## config.mk

```make
export PLATFORM = sky130hd
export DESIGN_NAME = c_collector
export DESIGN_NICKNAME = d
export VERILOG_FILES = /design/src/rtl/c_fft_pkg.sv /design/src/rtl/c_bundle_fifo.sv /design/src/rtl/c_collector.sv
export SDC_FILE = /design/constraint.sdc
export NUM_CORES = 1
export LEC_CHECK = 0
export CORE_ASPECT_RATIO = 1.75
export CORE_MARGIN = 2
export CORE_UTILIZATION = 55
export DETAILED_ROUTE_END_ITERATION = 12
export GPL_TIMING_DRIVEN = 0
export PLACE_DENSITY = 0.82
export SYNTH_ARGS = -nofsm -noshare
export SYNTH_HDL_FRONTEND = slang
export SYNTH_HIERARCHICAL = 1
export SYNTH_SLANG_ARGS = --single-unit
```

## constraint.sdc

```tcl
create_clock -name clk -period 2.85 [get_ports clk]
set_input_delay 0.4275 -clock clk [delete_from_list [all_inputs] [get_ports clk]]
set_output_delay 0.4275 -clock clk [all_outputs]
set_load 0.005 [all_outputs]
```

## src/rtl/c_fft_pkg.sv

```systemverilog
// Shared constants and types for the FFT coefficient path.
package c_fft_pkg;

  localparam int C_N     = 16;
  localparam int C_MSB   = 16;
  localparam int N_BFLY  = C_N / 2;
  localparam int SEL_W   = 2;
  localparam logic [SEL_W-1:0] SLOT_LAST = 2'd2;

  typedef struct packed {
    logic [C_MSB-1:0] c0;
    logic [C_MSB-1:0] c1;
    logic [C_MSB-1:0] c2;
  } coef_bundle_t;

  typedef enum logic [SEL_W-1:0] {
    EXP_S0 = 2'd0,
    EXP_S1 = 2'd1,
    EXP_S2 = 2'd2
  } exp_e;

endpackage

```

## src/rtl/c_bundle_fifo.sv

```systemverilog
// Two-entry FIFO with head-of-queue output; a push while full is accepted
// only when a pop happens in the same cycle, otherwise it is dropped.
module c_bundle_fifo #(
  parameter int W = 48
) (
  input  logic         clk,
  input  logic         rst,
  input  logic         push,
  input  logic [W-1:0] push_data,
  input  logic         pop,
  output logic         full,
  output logic         empty,
  output logic [W-1:0] head
);

  logic [W-1:0] mem_q [2];
  logic [W-1:0] mem_d [2];
  logic         wr_q, wr_d;
  logic         rd_q, rd_d;
  logic [1:0]   cnt_q, cnt_d;
  logic         do_push, do_pop;

  assign full  = (cnt_q == 2'd2);
  assign empty = (cnt_q == 2'd0);
  assign head  = mem_q[rd_q];

  always_comb begin
    do_pop  = pop && !empty;
    do_push = push && (!full || do_pop);
    mem_d   = mem_q;
    if (do_push) begin
      mem_d[wr_q] = push_data;
    end
    wr_d  = wr_q ^ do_push;
    rd_d  = rd_q ^ do_pop;
    cnt_d = cnt_q + {1'b0, do_push} - {1'b0, do_pop};
  end

  always_ff @(posedge clk) begin
    if (rst) begin
      mem_q[0] <= '0;
      mem_q[1] <= '0;
      wr_q     <= 1'b0;
      rd_q     <= 1'b0;
      cnt_q    <= 2'd0;
    end else begin
      mem_q <= mem_d;
      wr_q  <= wr_d;
      rd_q  <= rd_d;
      cnt_q <= cnt_d;
    end
  end

endmodule

```

## src/rtl/c_collector.sv

```systemverilog
// Regroups the mapper's coefficient read stream into 3-word butterfly bundles.
// Optional bundle-count check on in_dv: define C_COLLECT_COUNT_CHECK_EN.
//
// state  | meaning
// EXP_S0 | waiting for slot 0 (also swallows the held slot-2 repeat)
// EXP_S1 | slot 0 stored, waiting for slot 1
// EXP_S2 | slots 0,1 stored, slot 2 completes the bundle
module c_collector
  import c_fft_pkg::*;
#(
  parameter int N   = 2 * N_BFLY,
  parameter int MSB = C_MSB
) (
  input  logic             clk,
  input  logic             rst,
  input  logic             in_we,
  input  logic [SEL_W-1:0] in_sel,
  input  logic [MSB-1:0]   in_data,
  input  logic             in_dv,
  output logic [MSB-1:0]   out_c0,
  output logic [MSB-1:0]   out_c1,
  output logic [MSB-1:0]   out_c2,
  output logic             out_valid,
  input  logic             out_ready,
  output logic             stage_done,
  output logic             ovf_err,
  output logic             seq_err
`ifdef C_COLLECT_COUNT_CHECK_EN
  ,
  output logic             cnt_err
`endif
);

  localparam int BFLY = N / 2;
  localparam int DW   = (BFLY > 1) ? $clog2(BFLY) : 1;

  logic             we_dly_q, we_dly_d;
  logic [SEL_W-1:0] sel_dly_q, sel_dly_d;
  exp_e             exp_q, exp_d;
  logic [MSB-1:0]   c0_q, c0_d;
  logic [MSB-1:0]   c1_q, c1_d;
  logic             cap, sel_match, held_last;
  logic             store_c0, store_c1, complete, seq_set;
  coef_bundle_t     push_bundle, head_bundle;
  logic             fifo_full, fifo_empty, pop;
  logic [DW-1:0]    done_cnt_q, done_cnt_d;
  logic             stage_done_q, stage_done_d;
  logic             ovf_q, ovf_d;
  logic             seq_q, seq_d;

  assign cap       = we_dly_q;
  assign sel_match = (sel_dly_q == SEL_W'(exp_q));
  assign held_last = (sel_dly_q == SLOT_LAST) && (exp_q == EXP_S0);

  always_ff @(posedge clk) begin
    if (rst) begin
      exp_q <= EXP_S0;
    end else begin
      exp_q <= exp_d;
    end
  end

  always_comb begin
    exp_d = exp_q;
    if (cap) begin
      if (sel_match) begin
        case (exp_q)
          EXP_S0:  exp_d = EXP_S1;
          EXP_S1:  exp_d = EXP_S2;
          default: exp_d = EXP_S0;
        endcase
      end else if (held_last) begin
        exp_d = exp_q;
      end else if (sel_dly_q == '0) begin
        exp_d = EXP_S1;
      end else begin
        exp_d = EXP_S0;
      end
    end
    // end-of-stage drops any partial bundle but keeps a completion in the same cycle
    if (in_dv) begin
      exp_d = EXP_S0;
    end
  end

  always_comb begin
    store_c0 = cap && (sel_dly_q == '0);
    store_c1 = cap && sel_match && (exp_q == EXP_S1);
    complete = cap && sel_match && (exp_q == EXP_S2);
    seq_set  = cap && !sel_match && !held_last;
  end

  always_comb begin
    we_dly_d       = in_we;
    sel_dly_d      = in_sel;
    c0_d           = store_c0 ? in_data : c0_q;
    c1_d           = store_c1 ? in_data : c1_q;
    push_bundle.c0 = c0_q;
    push_bundle.c1 = c1_q;
    push_bundle.c2 = in_data;
    pop            = !fifo_empty && out_ready;
    ovf_d          = ovf_q | (complete && fifo_full && !pop);
    seq_d          = seq_q | seq_set;
    done_cnt_d     = done_cnt_q;
    stage_done_d   = 1'b0;
    if (pop) begin
      if (done_cnt_q == DW'(BFLY - 1)) begin
        done_cnt_d   = '0;
        stage_done_d = 1'b1;
      end else begin
        done_cnt_d = done_cnt_q + 1'b1;
      end
    end
  end

  always_ff @(posedge clk) begin
    if (rst) begin
      we_dly_q     <= 1'b0;
      sel_dly_q    <= '0;
      c0_q         <= '0;
      c1_q         <= '0;
      done_cnt_q   <= '0;
      stage_done_q <= 1'b0;
      ovf_q        <= 1'b0;
      seq_q        <= 1'b0;
    end else begin
      we_dly_q     <= we_dly_d;
      sel_dly_q    <= sel_dly_d;
      c0_q         <= c0_d;
      c1_q         <= c1_d;
      done_cnt_q   <= done_cnt_d;
      stage_done_q <= stage_done_d;
      ovf_q        <= ovf_d;
      seq_q        <= seq_d;
    end
  end

  c_bundle_fifo #(
    .W($bits(coef_bundle_t))
  ) u_fifo (
    .clk       (clk),
    .rst       (rst),
    .push      (complete),
    .push_data (push_bundle),
    .pop       (pop),
    .full      (fifo_full),
    .empty     (fifo_empty),
    .head      (head_bundle)
  );

  assign out_c0     = head_bundle.c0;
  assign out_c1     = head_bundle.c1;
  assign out_c2     = head_bundle.c2;
  assign out_valid  = !fifo_empty;
  assign stage_done = stage_done_q;
  assign ovf_err    = ovf_q;
  assign seq_err    = seq_q;

`ifdef C_COLLECT_COUNT_CHECK_EN
  localparam int CW = $clog2(BFLY + 1) + 1;

  logic [CW-1:0] bcnt_q, bcnt_d, bcnt_next;
  logic          cnt_err_q, cnt_err_d;

  always_comb begin
    bcnt_next = bcnt_q;
    if (complete && (bcnt_q != '1)) begin
      bcnt_next = bcnt_q + 1'b1;
    end
    bcnt_d    = bcnt_next;
    cnt_err_d = cnt_err_q;
    if (in_dv) begin
      cnt_err_d = cnt_err_q | (bcnt_next != CW'(BFLY));
      bcnt_d    = '0;
    end
  end

  always_ff @(posedge clk) begin
    if (rst) begin
      bcnt_q    <= '0;
      cnt_err_q <= 1'b0;
    end else begin
      bcnt_q    <= bcnt_d;
      cnt_err_q <= cnt_err_d;
    end
  end

  assign cnt_err = cnt_err_q;
`endif

endmodule

```

==> impl_metrics.tcl <==
set metrics [dict create \
    status "completed" \
    ant_nets 0 \
    via_per_inst 5.47 \
    max_slew_margin_pct 63.6 \
    synthCells 582 \
    final_nets 703 \
    hold_class "flop to flop" \
    r2r-end "u_fifo/mem_q[66]$_SDFFE_PP0P_" \
    rsz0062_at_grt "false" \
    reg2reg_depth 9 \
    dieWidth_um 82.7 \
    cts_tree "done" \
    clk_latency_ns 0.41 \
    rows 50 \
    endpoint_kind "flop" \
    initial_core_util_pct 56.1 \
    grt_pass1_vias 4660 \
    place_hpwl_um 10400 \
    cts.sinks 143 \
    dieHeight_um 142 \
    setup_ws_ns 0.364 \
    grt_max_degree 17 \
    drive_above_1_share_pct 15.8 \
    antenna_found_initial 0 \
    setup.worst_path.end "u_fifo/mem_q[66]$_SDFFE_PP0P_" \
    dr_total_vias 4473 \
    synth_nets 610 \
    cap_violations 0 \
    fin_crit_ns 2.49 \
    routedWlPerCell_um 18.0 \
    cts-buffers-inserted 17 \
    route.detailed.drc 0 \
    synth_top_cell_by_area "dfxtp_1" \
    ctsHoldBuffers 0 \
    hold_viol 0 \
    synthesis.area_sq_um 5960 \
    clock.fmax_mhz 402 \
    yosysSeqAreaShare_pct 48.0 \
    root_buffer "clkbuf_16" \
    coreArea_sq_um 10600 \
    skew_ns 0.00674 \
    grt_pass1_wl_um 23600 \
    peakVddDrop_v 0.000458 \
    ys_types 35 \
    cp.required_ns 3.13 \
    fin_setup_tns_ns 0 \
    gr-total-overflow 0 \
    ys.flop_type "dfxtp_1" \
    instances_no_fill 818 \
    synthArstFlopShare_pct 0 \
    synth-seq-cells 143 \
    worstMarginPinSlew_ns 0.546 \
    ys_warn_count 6 \
    cp.arrival_ns 2.76 \
    area_growth_pct 26.0 \
    synth_top_area_share_pct 48.0 \
    critPathMaxFanout 10 \
    clockBufferDepth 2 \
    p_leak_uw 0.00278 \
    finalMaxSlewViolations 0 \
    dieArea_sq_um 11700 \
    synth-edff-count 0 \
    fin_crit_sh_pct 87.2 \
    gp_congestion 0.853 \
    start_kind "flop" \
    ff2ff_setup_slack_ns 0.36 \
    yosysMostFrequentCell "dfxtp_1" \
    io_pins 75 \
    wirelength_um 14800 \
    htree_levels 4 \
    n_antenna_cell 0 \
    timing.rr.start "cap$_SDFF_PP0_" \
    hold_depth 2 \
    portBuffers 74 \
    drtIter0Drc 296 \
    synth_common_cells "dfxtp_1 (143), mux2i_1 (115), nor2_1 (107), nand2_1 (68), mux2_2 (38)" \
    crit_type "flop to flop" \
    crit_path_start "cap$_SDFF_PP0_" \
    power.density_nw_per_um2 602 \
    dp_cells 786 \
    dr.pass1.iters 6 \
    path_clk_slew_ns 0.06 \
    dp_slack_ns 0.134 \
    grt_use_total_pct 27.0 \
    ys_top_cells_by_area "dfxtp_1 (48%), mux2i_1 (19%), mux2_2 (7.2%)" \
    setup_violations 0 \
    syn_avg_cell_area_sq_um 10.2 \
]
[critical path: stages, from the launching register on]
cell,delay (ns)
dfxtp_1,0.42
inv_1,0.10
nor4_2,0.51
a21boi_0,0.32
ha_1,0.23
buf_2,0.14
buf_6,0.19
buf_12,0.17
mux2i_1,0.20
nor2_1,0.06
[stage by stage]
stage          cell area (sq um)  total power (uW)  utilization [%]  hold slack (ns)
4_1_cts                     7510              4550             70.6            0.474
2_1_floorplan               5960              2130                -            0.447
3_3_place_gp                6870              2200             64.6            0.459
6_report                    7520              4530             70.7            0.469
3_5_place_dp                6870              2210             64.6            0.466
5_1_grt                     7520              4640             70.7            0.497
[metal layers]
metal	routed length, um	GRT usage, %	part of all wire (%)	vias up
met4	489	10.4	3.3	0
met3	646	6.42	4.4	29
li1	-	-	-	2117
met5	0	0	0	-
met2	7960	48.3	54	150
met1	5660	29.9	38	2177
[kinds of logic after synthesis]
family	share of synthesized area [%]
AO/OA/AOI/OAI	2.39
XOR/XNOR	0.294
adder cells (fa/ha/maj)	1.05
buffers and inverters	5.54
flip-flops	48.0
multiplexers	29.2
AND/OR/NAND/NOR	13.6
[final cells by class]
type,instances,area [sq um]
Buffer,40,304
Clock buffer,22,484
Clock inverter,10,158
Fill cell,809,3120
Inverter,7,26.3
Multi-Input combinational cell,392,2780
Sequential cell,143,2860
Tap cell,130,163
Timing Repair Buffer,74,741
[sequential cells by signal (all words and copies together), names as in the netlist]
signal / count
u_fifo/cnt_q: 2
u_fifo/mem_q: 96
seq_err: 1
stage_done: 1
c0_q: 16
done_cnt_q: 3
cap: 1
u_fifo/rd_q: 1
ovf_err: 1
exp_q: 2
u_fifo/wr_q: 1
c1_q: 16
sel_dly_q: 2
[where the power goes]
| part | switching (uW) | internal [uW] |
|---|---|---|
| Clock | 807 | 1550 |
| Sequential | 13.7 | 2010 |
| Combinational | 87.5 | 51.7 |
| Total | 908 | 3620 |
[layout by cell type, fill, tap and decap left out, drive strengths merged, types with 2 or more instances in the layout]
cell type and count:
nand2b 2, nor2 107, bufinv 4, nor2b 7, mux2i 115, nand2 68, buf 29, o21ai 2
and2b 2, clkbuf 33, clkdlybuf4s50 74, mux2 49, ha 5, a21oi 20, inv 6, and3 2
xor2 2, clkinv 7, dfxtp 143
[how the worst min path moves through the flow]
stage                           from                     to  slack (ns)
6_report        c0_q[8]$_SDFFE_PP0P_   c0_q[8]$_SDFFE_PP0P_        0.47
5_1_grt        c0_q[15]$_SDFFE_PP0P_  c0_q[15]$_SDFFE_PP0P_        0.50
4_1_cts         c0_q[8]$_SDFFE_PP0P_   c0_q[8]$_SDFFE_PP0P_        0.47
3_5_place_dp    c0_q[8]$_SDFFE_PP0P_   c0_q[8]$_SDFFE_PP0P_        0.47
3_3_place_gp   c0_q[10]$_SDFFE_PP0P_  c0_q[10]$_SDFFE_PP0P_        0.46
2_1_floorplan   c1_q[0]$_SDFFE_PP0P_   c1_q[0]$_SDFFE_PP0P_        0.45
[what timing repair did]
item                                    in CTS  in global routing
endpoints found under the setup margin       0                 41
gates resized for setup                      0                  1
setup buffers                                0                  0
No activity file was read; power rests on OpenSTA's default activity.
